File: src/rtl/scene_pkg.sv
// Shared types and scene byte layout for the double-buffered scene register file.
// Field offsets are byte lanes only; consumers apply sign and Q-format interpretation.
package scene_pkg;

    typedef enum logic {
        COLLECT = 1'b0,
        PENDING = 1'b1
    } state_t;

    localparam int NUM_BYTES_DEF = 64;

    // 16-bit fields occupy two consecutive bytes, low byte first.
    localparam int OFF_X_V0        = 0;
    localparam int OFF_Y_V0        = 2;
    localparam int OFF_Z_V0        = 4;
    localparam int OFF_X_V1        = 6;
    localparam int OFF_Y_V1        = 8;
    localparam int OFF_Z_V1        = 10;
    localparam int OFF_X_V2        = 12;
    localparam int OFF_Y_V2        = 14;
    localparam int OFF_Z_V2        = 16;
    localparam int OFF_ROT_X       = 18;
    localparam int OFF_ROT_Y       = 20;
    localparam int OFF_ROT_Z       = 22;
    localparam int OFF_CAM_Z       = 24;
    localparam int OFF_SCALE       = 26;
    localparam int OFF_COLOR_V0    = 28;
    localparam int OFF_COLOR_V1    = 29;
    localparam int OFF_COLOR_V2    = 30;
    localparam int OFF_RENDER_MODE = 31;
    localparam int OFF_CKSUM       = NUM_BYTES_DEF - 1;

    localparam int WORLD_Q_INT  = 8;
    localparam int WORLD_Q_FRAC = 8;
    localparam int ANGLE_W      = 16;
    localparam int CAM_Q_INT    = 8;
    localparam int CAM_Q_FRAC   = 8;
    localparam int SCALE_Q_INT  = 4;
    localparam int SCALE_Q_FRAC = 12;

    function automatic logic [7:0] cksum_add(input logic [7:0] sum, input logic [7:0] data);
        return sum + data;
    endfunction

endpackage

File: src/rtl/scene_pkt_checker.sv
// Tracks which bytes of the current packet arrived and their running checksum,
// and judges the packet on pkt_done including any write landing on that same edge.
module scene_pkt_checker
    import scene_pkg::*;
#(
    parameter int NUM_BYTES = NUM_BYTES_DEF,
    parameter int IDX_W     = 7,
    parameter int CKSUM_EN  = 1
) (
    input  logic             clk,
    input  logic             reset,
    input  logic             i_wr_en,
    input  logic [IDX_W-1:0] i_wr_idx,
    input  logic [7:0]       i_wr_data,
    input  logic             i_clear,
    input  logic             i_pkt_done,
    output logic             o_valid,
    output logic             o_invalid
);

    logic [NUM_BYTES-1:0] r_mask;
    logic [NUM_BYTES-1:0] w_hit;
    logic [NUM_BYTES-1:0] w_mask_next;
    logic [7:0]           r_sum;
    logic [7:0]           w_sum_next;
    logic [7:0]           r_cksum;
    logic [7:0]           w_cksum_next;
    logic                 w_good;

    // Out-of-range indices match no lane, so they are dropped without a flag.
    genvar gi;
    generate
        for (gi = 0; gi < NUM_BYTES; gi++) begin : g_hit
            assign w_hit[gi] = i_wr_en && (i_wr_idx == IDX_W'(gi));
        end
    endgenerate

    always_comb begin
        w_mask_next  = r_mask | w_hit;
        w_sum_next   = r_sum;
        w_cksum_next = r_cksum;
        if ((CKSUM_EN != 0) && (|w_hit[NUM_BYTES-2:0]))
            w_sum_next = cksum_add(r_sum, i_wr_data);
        if (w_hit[NUM_BYTES-1])
            w_cksum_next = i_wr_data;
        w_good = (&w_mask_next) && ((CKSUM_EN == 0) || (w_sum_next == w_cksum_next));
    end

    assign o_valid   = i_pkt_done &&  w_good;
    assign o_invalid = i_pkt_done && !w_good;

    // The checksum byte copy mirrors the shadow lane, so it is never cleared mid-run.
    always_ff @(posedge clk) begin
        if (reset) begin
            r_mask  <= '0;
            r_sum   <= '0;
            r_cksum <= '0;
        end else begin
            r_cksum <= w_cksum_next;
            if (i_clear || i_pkt_done) begin
                r_mask <= '0;
                r_sum  <= '0;
            end else begin
                r_mask <= w_mask_next;
                r_sum  <= w_sum_next;
            end
        end
    end

endmodule

File: src/rtl/scene_reg_bank.sv
// Double-buffered scene registers: bytes collect in a shadow bank and a validated
// packet is copied to the active bank only on a frame boundary.
module scene_reg_bank
    import scene_pkg::*;
#(
    parameter int NUM_BYTES = NUM_BYTES_DEF,
    parameter int IDX_W     = 7,
    parameter int CKSUM_EN  = 1
) (
    input  logic                   clk,
    input  logic                   reset,
    input  logic                   i_wr_en,
    input  logic [IDX_W-1:0]       i_wr_idx,
    input  logic [7:0]             i_wr_data,
    input  logic                   i_pkt_done,
    input  logic                   i_frame_start,
    output logic [NUM_BYTES*8-1:0] o_regs_flat,
    output logic                   o_data_ready,
    output logic                   o_pending,
    output logic                   o_cksum_err,
    output logic                   o_overrun
);

    state_t     r_state;
    state_t     w_state_next;
    logic [7:0] r_shadow [NUM_BYTES];
    logic [7:0] r_active [NUM_BYTES];
    logic       r_data_ready;
    logic       r_cksum_err;
    logic       r_overrun;
    logic       w_collect;
    logic       w_commit;
    logic       w_valid;
    logic       w_invalid;

    assign w_collect = (r_state == COLLECT);

    scene_pkt_checker #(
        .NUM_BYTES (NUM_BYTES),
        .IDX_W     (IDX_W),
        .CKSUM_EN  (CKSUM_EN)
    ) u_checker (
        .clk        (clk),
        .reset      (reset),
        .i_wr_en    (i_wr_en && w_collect),
        .i_wr_idx   (i_wr_idx),
        .i_wr_data  (i_wr_data),
        .i_clear    (w_commit),
        .i_pkt_done (i_pkt_done && w_collect),
        .o_valid    (w_valid),
        .o_invalid  (w_invalid)
    );

    always_ff @(posedge clk) begin
        if (reset) r_state <= COLLECT;
        else       r_state <= w_state_next;
    end

    // frame_start is only looked at once PENDING, so a coincident pkt_done waits a frame.
    always_comb begin
        w_state_next = r_state;
        w_commit     = 1'b0;
        case (r_state)
            COLLECT: if (w_valid) w_state_next = PENDING;
            PENDING: begin
                if (i_frame_start) begin
                    w_commit     = 1'b1;
                    w_state_next = COLLECT;
                end
            end
            default: w_state_next = COLLECT;
        endcase
    end

    always_ff @(posedge clk) begin
        if (reset) begin
            for (int k = 0; k < NUM_BYTES; k++) begin
                r_shadow[k] <= '0;
                r_active[k] <= '0;
            end
        end else begin
            for (int k = 0; k < NUM_BYTES; k++) begin
                if (w_collect && i_wr_en && (i_wr_idx == IDX_W'(k)))
                    r_shadow[k] <= i_wr_data;
                if (w_commit)
                    r_active[k] <= r_shadow[k];
            end
        end
    end

    always_ff @(posedge clk) begin
        if (reset) begin
            r_data_ready <= 1'b0;
            r_cksum_err  <= 1'b0;
            r_overrun    <= 1'b0;
        end else begin
            r_data_ready <= w_commit;
            r_cksum_err  <= w_invalid;
            if (!w_collect && i_wr_en)
                r_overrun <= 1'b1;
        end
    end

    genvar gi;
    generate
        for (gi = 0; gi < NUM_BYTES; gi++) begin : g_flat
            assign o_regs_flat[8*gi +: 8] = r_active[gi];
        end
    endgenerate

    assign o_data_ready = r_data_ready;
    assign o_pending    = !w_collect;
    assign o_cksum_err  = r_cksum_err;
    assign o_overrun    = r_overrun;

endmodule
File: config.mk
export PLATFORM = sky130hd
export DESIGN_NAME = scene_reg_bank
export DESIGN_NICKNAME = d
export VERILOG_FILES = /design/src/rtl/scene_pkg.sv /design/src/rtl/scene_pkt_checker.sv /design/src/rtl/scene_reg_bank.sv
export SDC_FILE = /design/constraint.sdc
export NUM_CORES = 1
export LEC_CHECK = 0
export CAP_MARGIN = 30
export CORE_ASPECT_RATIO = 1.2
export CORE_UTILIZATION = 30
export DETAILED_ROUTE_END_ITERATION = 8
export GPL_TIMING_DRIVEN = 0
export HOLD_SLACK_MARGIN = 0.06
export SYNTH_ARGS = -nofsm -noshare
export SYNTH_HDL_FRONTEND = slang
export SYNTH_SLANG_ARGS = --single-unit
File: constraint.sdc
create_clock -name clk -period 16.5 [get_ports clk]
set_input_delay 3.3 -clock clk [delete_from_list [all_inputs] [get_ports clk]]
set_output_delay 3.3 -clock clk [all_outputs]
set_load 0.05 [all_outputs]
==> results.py <==
metrics = {
    "floorplan": {
        "dieWidth_um": 337,
        "core_area_um2": 134000,
        "die-area_um2": 136000,
        "io_pins": 536,
        "initial_utilization": 0.302,
        "die_h_um": 404,
        "num_rows": 147,
    },
    "outcome": {
        "outcome": "finished, final reports clean",
    },
    "sta": {
        "hold_ws_ns": 0.460,
        "hold_viol_final": 0,
        "fmax_mhz": 148,
        "rsz0062_at_grt": "false",
        "min_period_over_period": 0.408,
        "worstMarginPinSlew_ns": 0.990,
        "timing.setup.tns_ns": 0,
        "relSlewSlack": 0.340,
        "drv_slew": 0,
        "finalSetupViolCount": 0,
        "fin_worst_skew_ns": 0.0365,
        "period_needed_ns": 6.74,
    },
    "yosys": {
        "synth-xor-area-share": 0.00239,
        "yosys.area_share.simple": 0.146,
        "syn_avg_cell_area_um2": 15.9,
        "synthAdderAreaFrac": 0.00267,
        "synth_edf_count": 1024,
        "ys_types": 68,
        "synth_mux_area_frac": 0.00261,
        "synth_compound_area_frac": 0.0249,
        "synth_area_um2": 40300,
        "syn_nets": 2567,
        "yosysWarnings": 0,
        "synth_seq_cells": 1108,
        "synth_top_family_by_area": "simple AND/OR/NAND/NOR gates",
        "synthArstFlopShare": 0,
        "synth_ff_type": "edfxtp_1",
        "ys_seq_area_frac": 0.804,
        "syn_inst": 2539,
    },
    "power": {
        "switching_power_mw": 1.56,
        "swShare": 0.248,
        "p_total_mw": 6.31,
        "seqPwrFrac": 0.515,
        "ir_worst_vdd_mv": 0.104,
        "leakagePower_nw": 18.1,
        "power.internal_mw": 4.75,
        "power_frac_clock": 0.392,
        "combPwrFrac": 0.093,
        "power_density_nw_per_um2": 121,
    },
    "setup_path": {
        "slowest_stage": "clkdlybuf4s50_1",
        "critical-path-top-delay-family": "simple AND/OR/NAND/NOR gates",
        "rrSetupSlack_ns": 12.61,
        "max_stage_delay_ns": 0.60,
        "crit_type": "primary input to flip-flop",
        "critPathRequiredTime_ns": 17.18,
        "cp-endpoint": "o_pending",
        "start_kind": "primary input",
        "endpoint_kind": "flip-flop",
        "r2r_end": "o_pending",
        "crit_buf_inv": 4,
        "crit_path_start": "i_wr_idx[2]",
        "cp.arrival_ns": 7.41,
        "cp.depth": 12,
        "reg2reg_depth": 11,
        "cp_max_fo": 10,
        "r2r_start": "o_pending",
        "crit_chain": "clkdlybuf4s50_1, buf_4, buf_2, nor4bb_1, buf_2, a21oi_1, nor4_1, and4_1, nand3_1, nor4_1, nor4b_1, a31o_1",
    },
    "job": {
        "cap_viol_max_count": 0,
    },
    "detailed_routing": {
        "vias_per_cell": 4.39,
        "detail-route-antenna-nets": 0,
        "dr.pass1.iters": 5,
        "drcViolationCount": 0,
        "drt_wl_total_um": 113000,
        "vias": 22437,
        "drtIter0Drc": 1457,
        "wire_per_inst_um": 22.1,
    },
    "cells_and_area": {
        "utilization": 0.390,
        "stdcell_count": 5107,
        "syn2layout_area_growth_pct": 29.3,
        "nNetsFinal": 3250,
        "drive_gt1_frac": 0.0772,
    },
    "clocking": {
        "h-tree-depth": 3,
        "clk_latency_ns": 0.73,
        "cts_buffer_depth": 3,
        "cts_root_buffer": "clkbuf_16",
        "tritoncts": "done",
        "post_cts_buffers": 0,
        "cts_buffers": 112,
        "path_clk_slew_ns": 0.06,
        "ctsResizeCount": 0,
        "hold_buffers": 0,
        "numClockSinks": 1108,
    },
    "grt": {
        "grt_pass1_wl_um": 157000,
        "grt_max_degree": 70,
        "overflow": 0,
        "grt_usage": 0.164,
        "antenna_found_initial": 16,
        "grt_pass1_vias": 22143,
    },
    "placement": {
        "gp_congestion": 0.812,
        "place_hpwl_um": 78900,
        "port-buffer-count": 532,
        "place_inst": 4895,
    },
    "min_path": {
        "hp-class": "flip-flop to flip-flop",
    },
}
worst min-delay path by stage:
| stage | from | to | depth (start not counted) |
|---|---|---|---|
| finish | u_checker.r_mask[48] | u_checker.r_mask[48] | 2 |
| global route | u_checker.r_mask[13] | u_checker.r_mask[13] | 2 |
| CTS | u_checker.r_mask[13] | u_checker.r_mask[13] | 2 |
| detailed placement | u_checker.r_mask[48] | u_checker.r_mask[48] | 2 |
| global placement | u_checker.r_mask[47] | u_checker.r_mask[47] | 2 |
| floorplan | u_checker.r_mask[46] | u_checker.r_mask[46] | 2 |
kinds of logic (layout without fill, tap and decap cells):
family | Yosys count | after routing
DFF | 1108 | 1108
muxes | 10 | 10
xor gates and xnor gates | 11 | 11
buffers and inverters | 169 | 947
other | 0 | 2
and+or+nand+nor | 1080 | 1080
adders and majority gates | 8 | 8
AOI/OAI and AO/OA | 153 | 153
final cells by class:
| cell class | instances | area, um2 |
|---|---|---|
| fill | 12375 | 81400 |
| sequential | 1108 | 32400 |
| multi-input combinational | 1262 | 7220 |
| timing repair buffer | 569 | 5990 |
| clock buffer | 147 | 2970 |
| tap | 1788 | 2240 |
| buffer | 153 | 631 |
| clock inverter | 62 | 603 |
| inverter | 16 | 60.1 |
| antenna | 2 | 5.00 |
stage by stage:
step | cell area, um2 | setup slack, ns
finish | 52100 | 9.76
global route | 52100 | 9.74
CTS | 52100 | 9.72
detailed placement | 48600 | 8.94
global placement | 47900 | 2.44
floorplan | 40300 | 5.73
layer usage:
layer,part of all wire,GRT usage,routed length [um],vias up
met1,0.37,0.182,41600,11054
li1,-,-,-,10429
met2,0.51,0.289,57200,758
met5,0.00076,0,86,-
met4,0.031,0.0584,3510,14
met3,0.093,0.0580,10500,182
worst min-delay path, stage by stage, from the launching register on:
cell and delay [ns]:
dfxtp_1 0.30, a31oi_1 0.05, nor2_1 0.07
power groups by stage:
stage	Combinational, mW	Sequential, mW	Clock, mW
final	0.585	3.25	2.48
after global routing	0.613	3.26	2.64
after CTS	0.593	3.25	2.54
after detailed placement	0.592	3.31	0
after global placement	0.571	3.34	0
after floorplan	0.127	3.54	0
cell usage in the layout, fill, tap and decap left out, types with 16 or more instances in the layout:
cell             instances
nor2_1                 355
a21oi_1                 44
nand2_1                 51
clkdlybuf4s50_1        532
clkinv_1                16
and2_1                 278
nor2b_1                247
a21o_1                  33
buf_2                   25
a31oi_1                 38
nand2b_1                49
nor4_1                  24
clkbuf_16              113
dfxtp_1                 84
clkbuf_1               151
edfxtp_1              1024
sequential cells by signal (all words and copies together) (netlist names):
signal             flops
u_checker.r_sum        8
o_overrun              1
u_checker.r_mask      64
o_data_ready           1
u_checker.r_cksum      8
o_cksum_err            1
r_active             512
o_pending              1
r_shadow             512
synthesized netlist by cell type (7+ instances only):
library cell / n / share of area
edfxtp_1: 1024 / 0.76
nor2_1: 356 / 0.033
and2_1: 278 / 0.043
nor2b_1: 247 / 0.038
clkbuf_1: 118 / 0.011
dfxtp_1: 84 / 0.042
nand2_1: 51 / 0.0047
nand2b_1: 50 / 0.0078
a21oi_1: 44 / 0.0055
a31oi_1: 38 / 0.0059
a21o_1: 33 / 0.0061
buf_2: 24 / 0.0030
nor4_1: 24 / 0.0037
inv_1: 16 / 0.0015
nor3_1: 13 / 0.0016
nand3_1: 10 / 0.0012
ha_1: 7 / 0.0022
o21ai_0: 7 / 0.00087
Power figures use the tool's default switching activity.
